--- src/rtl/frogger_game_ctrl.sv ---
`default_nettype none
// ============================================================================
// Module      : frogger_game_ctrl
// Description : Frogger game-flow controller: lives, level, score, hit freeze
//               and respawn sequencing.
// Revision    : 1.0 - initial release
// ============================================================================
module frogger_game_ctrl #(
    parameter int LIVES_INIT   = 3,
    parameter int FREEZE_TICKS = 8,
    parameter int GOAL_ROW     = 0,
    parameter int MAX_LEVEL    = 7
) (
    input  logic       clk_i,
    input  logic       reset_ni,
    input  logic       start_i,
    input  logic       hit_i,
    input  logic [3:0] frog_y_i,
    input  logic       tick_i,
    output logic [2:0] state_o,
    output logic [1:0] lives_o,
    output logic [2:0] level_o,
    output logic [7:0] score_o,
    output logic       coll_clear_o,
    output logic       frog_respawn_o,
    output logic       game_active_o,
    output logic       game_over_o
);

    typedef enum logic [2:0] {
        S_IDLE    = 3'd0,
        S_PLAY    = 3'd1,
        S_HIT     = 3'd2,
        S_RESPAWN = 3'd3,
        S_LEVELUP = 3'd4,
        S_OVER    = 3'd5
    } state_t;

    localparam logic [1:0] C_LIVES_INIT = 2'(LIVES_INIT);
    localparam logic [3:0] C_FRZ_LAST   = 4'(FREEZE_TICKS - 1);
    localparam logic [3:0] C_GOAL_ROW   = 4'(GOAL_ROW);
    localparam logic [2:0] C_MAX_LEVEL  = 3'(MAX_LEVEL);

    state_t     state_q, state_d;
    logic [1:0] lives_q, lives_d;
    logic [2:0] level_q, level_d;
    logic [7:0] score_q, score_d;
    logic [3:0] freeze_cnt_q, freeze_cnt_d;

    always_ff @(posedge clk_i or negedge reset_ni) begin
        if (!reset_ni) begin
            state_q      <= S_IDLE;
            lives_q      <= 2'd0;
            level_q      <= 3'd0;
            score_q      <= 8'd0;
            freeze_cnt_q <= 4'd0;
        end else begin
            state_q      <= state_d;
            lives_q      <= lives_d;
            level_q      <= level_d;
            score_q      <= score_d;
            freeze_cnt_q <= freeze_cnt_d;
        end
    end

    always_comb begin
        state_d      = state_q;
        lives_d      = lives_q;
        level_d      = level_q;
        score_d      = score_q;
        freeze_cnt_d = freeze_cnt_q;
        case (state_q)
            S_IDLE, S_OVER: begin
                if (start_i) begin
                    state_d = S_RESPAWN;
                    lives_d = C_LIVES_INIT;
                    level_d = 3'd0;
                    score_d = 8'd0;
                end
            end
            S_RESPAWN: state_d = S_PLAY;
            S_PLAY: begin
                // A collision wins over reaching the goal row in the same cycle
                if (hit_i) begin
                    state_d      = S_HIT;
                    freeze_cnt_d = 4'd0;
                end else if (frog_y_i == C_GOAL_ROW) begin
                    state_d = S_LEVELUP;
                end
            end
            S_HIT: begin
                if (tick_i) begin
                    freeze_cnt_d = freeze_cnt_q + 4'd1;
                    if (freeze_cnt_q == C_FRZ_LAST) begin
                        lives_d = (lives_q != 2'd0) ? lives_q - 2'd1 : 2'd0;
                        state_d = (lives_q <= 2'd1) ? S_OVER : S_RESPAWN;
                    end
                end
            end
            S_LEVELUP: begin
                level_d = (level_q < C_MAX_LEVEL) ? level_q + 3'd1 : level_q;
                score_d = (score_q != 8'hFF) ? score_q + 8'd1 : score_q;
                state_d = S_RESPAWN;
            end
            default: state_d = S_IDLE;
        endcase
    end

    assign state_o        = state_q;
    assign lives_o        = lives_q;
    assign level_o        = level_q;
    assign score_o        = score_q;
    assign coll_clear_o   = (state_q == S_RESPAWN);
    assign frog_respawn_o = (state_q == S_RESPAWN);
    assign game_active_o  = (state_q == S_PLAY);
    assign game_over_o    = (state_q == S_OVER);

endmodule
`default_nettype wire
--- config.mk ---
export PLATFORM = sky130hd
export DESIGN_NAME = frogger_game_ctrl
export DESIGN_NICKNAME = d
export VERILOG_FILES = /design/src/rtl/frogger_game_ctrl.sv
export SDC_FILE = /design/constraint.sdc
export NUM_CORES = 1
export LEC_CHECK = 0
export CAP_MARGIN = 5
export CORE_UTILIZATION = 49
export CTS_CLUSTER_SIZE = 16
export DETAILED_ROUTE_END_ITERATION = 7
export GPL_TIMING_DRIVEN = 0
export MAX_ROUTING_LAYER = met4
export PLACE_DENSITY = 0.85
export SETUP_SLACK_MARGIN = 0.4
export SYNTH_ARGS = -nofsm -noshare
export SYNTH_HDL_FRONTEND = slang
export SYNTH_SLANG_ARGS = --single-unit
--- constraint.sdc ---
create_clock -name clk_i -period 2.1 [get_ports clk_i]
set_clock_uncertainty 0.05 [all_clocks]
set_input_delay 0.525 -clock clk_i [delete_from_list [all_inputs] [get_ports clk_i]]
set_output_delay 0.525 -clock clk_i [all_outputs]
set_load 0.05 [all_outputs]
# After elaboration in Yosys (flattened, before gate mapping)
# Index checks and enable logic that the tools add are counted.
# Widths: inputs -> output; s select.
# totals
inputBits,9
regBits,20
output_inout_bits,20
wordCells,58
# classes
addsub,4
reduce_logical,12
eq_ne,14
n_lt_le_gt_ge,2
mux,21
# op_table
cell,count
$mux 3,8
$mux 8,2
$pmux 8 s2,1
$pmux 3 s5,1
$ne 2x2->1 const B,6
$reduce_and 3->1,3
$add 8x1->8 const B,1
$mux 2,4
$mux 4,2
$ne 8x8->1 const B,1
$pmux 4 s2,1
$reduce_and 4->1,2
$reduce_bool 2->1,4
$eq 3x2->1 const B,2
$eq 3x3->1 const B,2
$pmux 3 s2,1
$add 4x1->4 const B,1
$eq 4x3->1 const B,1
$logic_not 4->1,1
$pmux 2 s2,1
$add 3x1->3 const B,1
$eq 3x1->1 const B,1
$logic_not 3->1,1
$lt 3x3->1 const B,1
4 further kinds,4

# Logic depth before layout (Yosys ltp)
# logic_depth
ltp_word,5
ltp_mapped,6
ltp_nobuf,5

# Worst setup path before layout
# No wires, ideal clock.
# synth_path
path_type,flip-flop to output port
from,"register state_q[1], in the netlist state_o[1]"
to,output port frog_respawn_o
t_arrival_ps,2643
n_path_buf,3
t_required_ps,1525
stages_incl_launch_ff,6
setup_slack_ps,-1118
path_cell_list,dfrtp_1 > buf_4 > inv_2 > clkbuf_1 > nor3_1 > buf_4
# synth_via
elab_chain_len,1
# synth_lines
item,line,source
"start, declared",44,"state_t state_q, state_d;"
"start signal, assigned",58,state_q <= state_d;
$eq 3x2->1,-,
"end, declared",25,"output logic frog_respawn_o,"
# Every way passes these cells.

# Final worst setup path
# layout_path
from,"register state_q[0], in the netlist state_o[0]"
to,output port frog_respawn_o
# layout_via
elab_chain_len,1
# layout_lines
item,line,source
$eq 3x2->1,114,assign frog_respawn_o = (state_q == S_RESPAWN);
# Every way passes these cells.

==> metrics.md <==
| Metric | Value |
|---|---|
| Insertion delay to the later sink of the worst-skew pair | `just over 300 ps` |
| Critical-path top delay cell | `sky130_fd_sc_hd__dfrtp_2` |
| Detailed-route vias per instance | `6.040` |
| Final Max Slew Viols | `0` |
| TritonRoute pass-1 iters | `4` |
| Final antenna-violating net count | `0` |
| Shortest period the worst path allows | `between 1500 and 2000 ps` |
| Stage delay of the slowest cell on the critical path | `between 300 and 400 ps` |
| Core Util, Final | `0.7458` |
| Critical Path, Cell by Cell | `buf_6, inv_2, nor3_4, buf_6, buf_8` |
| Maximum number of pins on one net before global-route repair | `21` |
| Count of synthesis-stage warnings from yosys | `0` |
| Number of synthesized register bits | `20` |
| Worst path required time | `~1500 ps` |
| Vias in the first global route | `1,177` |
| # clock sinks | `20` |
| Synthesized cell area | `between 1000 and 1500 µm²` |
| Effective utilization at floorplan | `0.5339` |
| Final weighted congestion in routability-driven placement | `0.8852` |
| Clock-pin slew of the registers on the worst-case setup and hold paths | `approximately 110 ps` |
| Placement Cell Area | `roughly 1600 µm²` |
| Synthesized area divided by synthesized cell count | `9.259 µm²` |
| CTS tree | `built` |
| Routed wire length per instance | `between 15 and 20 µm` |
| Power Internal | `roughly 0.001 W` |
| Setup repair after global routing missed its margin | `true` |
| Crit end category | `output pin` |
| Total negative slack for setup checks | `0 ps` |
| Number of nets in the synthesized netlist | `roughly 140` |
| Number of buffers added by the clock tree synthesis step | `3` |
| Number of buffer and inverter instances along the worst setup path | `4` |
| Sum of routed wire length over all layers | `between 3000 and 4000 µm` |
| Post-Synthesis Cells | `130` |
| Fraction of layout cells with a size suffix above 1 | `0.3547` |
| Antenna violations before repair | `0` |
| Placeable core region | `approximately 2300 µm²` |
| # rows | `17` |
| Share of power burned in the clock network | `0.097` |
| Critical Path Most Common Cell | `sky130_fd_sc_hd__buf_6` |
| Number of instances on the worst hold path | `2` |
| Critical Path AT | `between 1000 and 1500 ps` |
| Unique masters post-synth | `43` |
| Full die area | `2658 µm²` |
| Worst R2R Path Depth | `5` |
| DP Worst Slack | `-361.8 ps` |
| Critical register-to-register path endpoint | `score_o[4]` |
| Portion of total power attributed to combinational logic | `0.585` |
| Max rail drop VDD | `about 0.85 mV` |
| Start point of the worst min-delay path | `freeze_cnt_q[1]` |
| Half-perimeter wire length after detailed placement | `roughly 2100 µm` |
| Final Power | `roughly 0.0020 W` |
| Leakage power total | `about 0.74 nW` |
| End of the worst hold path | `freeze_cnt_q[1]` |
| Relative slew slack | `0.3991` |
| Net switching share of the total power | `0.4999` |
| P&R area growth vs syn | `39.71%` |
| Post-route worst setup slack | `around 140 ps` |
| Nets | `around 190` |
| N_diodes | `0` |
| Hold Path Class | `reg -> reg` |
| Power per cell area | `between 1000 and 1500 nW/µm²` |
| Reg-to-reg critical path startpoint | `state_o[1]` |
| Startpoint types | `flop` |
| DRC violation total after the first TritonRoute iteration | `29` |
| Post-synthesis async set-or-reset flop share | `1.000` |
| Maximum fanout along the worst path | `9` |
| # H-tree levels | `1` |
| Max-cap violations | `0` |
| Vias after detailed routing | `about 1,200` |
| Net Sw Power | `around 0.0010 W` |
| Number of flops mapped to enable cells by yosys | `0` |
| Width of the die | `just over 50 µm` |
| # DRC | `0` |
| Internal reg-to-reg setup slack | `about 280 ps` |
| Sequential group share of total power | `0.318` |
| Root Buffer Master | `sky130_fd_sc_hd__clkbuf_4` |
| Top-level port count | `29` |
| First-pass GRT wire length | `around 5100 µm` |
| Tot GR Track Use | `0.2709` |
| Setup Crit Path Kind | `reg -> out` |
| Maximum number of buffers from clock root to sink | `2` |
| Period utilisation layout | `0.9319` |
| Cell family with the largest share of critical-path delay | `buffers and inverters` |
| Finish-stage setup viols | `0` |
| Vertical die dimension | `51.56 µm` |
| Fmax | `roughly 0.51 GHz` |
| Worst Tran Pin Value | `~900 ps` |
| Final hold violation count | `0` |
| Number of buffers inserted by port buffering | `28` |
| Register area share after synthesis | `0.4158` |
| Run status | `finished clean` |
| Layout Cell Area excl Fill | `~1700 µm²` |
| Sum of overflow across all layers after global routing | `0` |
| Flip-flop cell with the highest count after synthesis | `sky130_fd_sc_hd__dfrtp_1` |
-- how the worst max path moves through the flow --
stage	from	slack, ps	cells past startpoint	end
after floorplan	state_o[1]	-130	5	frog_respawn_o
after global placement	state_o[1]	-350	6	frog_respawn_o
after detailed placement	state_o[1]	-360	6	frog_respawn_o
after CTS	state_o[1]	130	6	frog_respawn_o
after global routing	state_o[1]	80	6	frog_respawn_o
final	state_o[0]	140	5	frog_respawn_o
-- registers in the layout, summed over array words and instances, names as in the netlist --
signal / flops
freeze_cnt_q: 4
state_o: 3
lives_o: 2
level_o: 3
score_o: 8
-- cells by family (layout without fill, tap and decap cells) --
logic type | Yosys count | after routing | share of synthesized area
flops | 20 | 20 | 0.4158
buf+inv | 14 | 56 | 0.05925
xor+xnor | 1 | 1 | 0.007278
fa+ha+maj | 4 | 4 | 0.04054
compound gates | 43 | 43 | 0.2453
simple gates | 47 | 47 | 0.2235
mux | 1 | 1 | 0.008316
-- power groups by stage --
stage | combinational [W] | clock [W] | sequential [W]
2_1_floorplan | 0.000501 | 0 | 0.000903
3_3_place_gp | 0.00107 | 0 | 0.000639
3_5_place_dp | 0.00109 | 0 | 0.000645
4_1_cts | 0.00114 | 0.000203 | 0.000632
5_1_grt | 0.00124 | 0.000213 | 0.000652
6_report | 0.00117 | 0.000193 | 0.000634
-- worst reg2reg max path, delay by kind of cell (launching register included) --
kind	cells	cell delay [ps]
compound gates	1	70
buf+inv	2	280
flops	1	440
simple gates	2	900
-- stage by stage --
stage | cells | hold WS [ps]
floorplan | 130 | 179.4
global placement | 186 | 447.1
detailed placement | 186 | 462.7
CTS | 199 | 484.2
global route | 200 | 502.9
finish | 200 | 479.8
-- area by class of cell --
cell class                      count  area (µm²)
Timing Repair Buffer               38       304.0
Multi-Input combinational cell     96       705.7
Buffer                              7       77.57
Sequential cell                    20       506.7
Clock buffer                        4       26.28
Tap cell                           28       35.03
Inverter                            7       26.28
Fill cell                         166       573.1
-- cells in the final DEF, fill, tap and decap left out, types with 2 or more instances in the layout --
cell type,count
sky130_fd_sc_hd__nand3_1,10
sky130_fd_sc_hd__clkdlybuf4s50_1,7
sky130_fd_sc_hd__o211ai_1,4
sky130_fd_sc_hd__buf_2,11
sky130_fd_sc_hd__nor4_1,2
sky130_fd_sc_hd__nor2_1,2
sky130_fd_sc_hd__inv_2,2
sky130_fd_sc_hd__clkdlybuf4s15_2,2
sky130_fd_sc_hd__inv_1,5
sky130_fd_sc_hd__nor3_4,2
sky130_fd_sc_hd__clkbuf_4,4
sky130_fd_sc_hd__o21ai_0,6
sky130_fd_sc_hd__nor2_4,2
sky130_fd_sc_hd__nand2_1,13
sky130_fd_sc_hd__dfrtp_1,15
sky130_fd_sc_hd__a41oi_1,4
sky130_fd_sc_hd__buf_4,13
sky130_fd_sc_hd__nand3b_1,2
sky130_fd_sc_hd__a21oi_1,8
sky130_fd_sc_hd__a22o_1,2
sky130_fd_sc_hd__dfrtp_2,5
sky130_fd_sc_hd__a31oi_1,4
sky130_fd_sc_hd__or3b_4,2
sky130_fd_sc_hd__buf_6,7
sky130_fd_sc_hd__ha_1,3
sky130_fd_sc_hd__nor3b_4,2
sky130_fd_sc_hd__o21ai_1,4
-- synth_stat cells (2+ instances only) --
cell type                  count  area share
sky130_fd_sc_hd__inv_1         5       0.016
sky130_fd_sc_hd__a32oi_1       2       0.015
sky130_fd_sc_hd__nor3b_2       2       0.021
sky130_fd_sc_hd__a21oi_1       9       0.037
sky130_fd_sc_hd__a31oi_1       4       0.021
sky130_fd_sc_hd__inv_2         2      0.0062
sky130_fd_sc_hd__or3b_1        2       0.015
sky130_fd_sc_hd__o21ai_1       4       0.017
sky130_fd_sc_hd__clkbuf_1      3      0.0094
sky130_fd_sc_hd__a22o_1        2       0.015
sky130_fd_sc_hd__nand2_1      13       0.041
sky130_fd_sc_hd__buf_4         3       0.019
sky130_fd_sc_hd__a41oi_1       4       0.029
sky130_fd_sc_hd__nor2_1        4       0.012
sky130_fd_sc_hd__dfrtp_1      20        0.42
sky130_fd_sc_hd__nor4_1        3       0.016
sky130_fd_sc_hd__ha_1          3       0.031
sky130_fd_sc_hd__nand3_1      10       0.042
sky130_fd_sc_hd__o211ai_1      4       0.025
sky130_fd_sc_hd__nor3_1        2      0.0083
sky130_fd_sc_hd__nand3b_1      2       0.012
sky130_fd_sc_hd__o21ai_0       6       0.025
-- metal layers --
| layer | routed length (µm) | GRT usage | vias up |
|---|---|---|---|
| met5 | 0 | - | - |
| met4 | 57 | 0.1351 | 0 |
| met3 | 160 | 0.03801 | 5 |
| met2 | 1641 | 0.4632 | 44 |
| met1 | 1369 | 0.3102 | 580 |
| li1 | - | - | 579 |
-- what timing repair did --
item | in CTS | in global routing
setup endpoints to repair | 28 | 21
hold buffers | 0 | 0
resized for setup | 101 | 21
pin swaps | 4 | 4
setup buffers | 9 | 1
(Power assumes the default switching activity.)
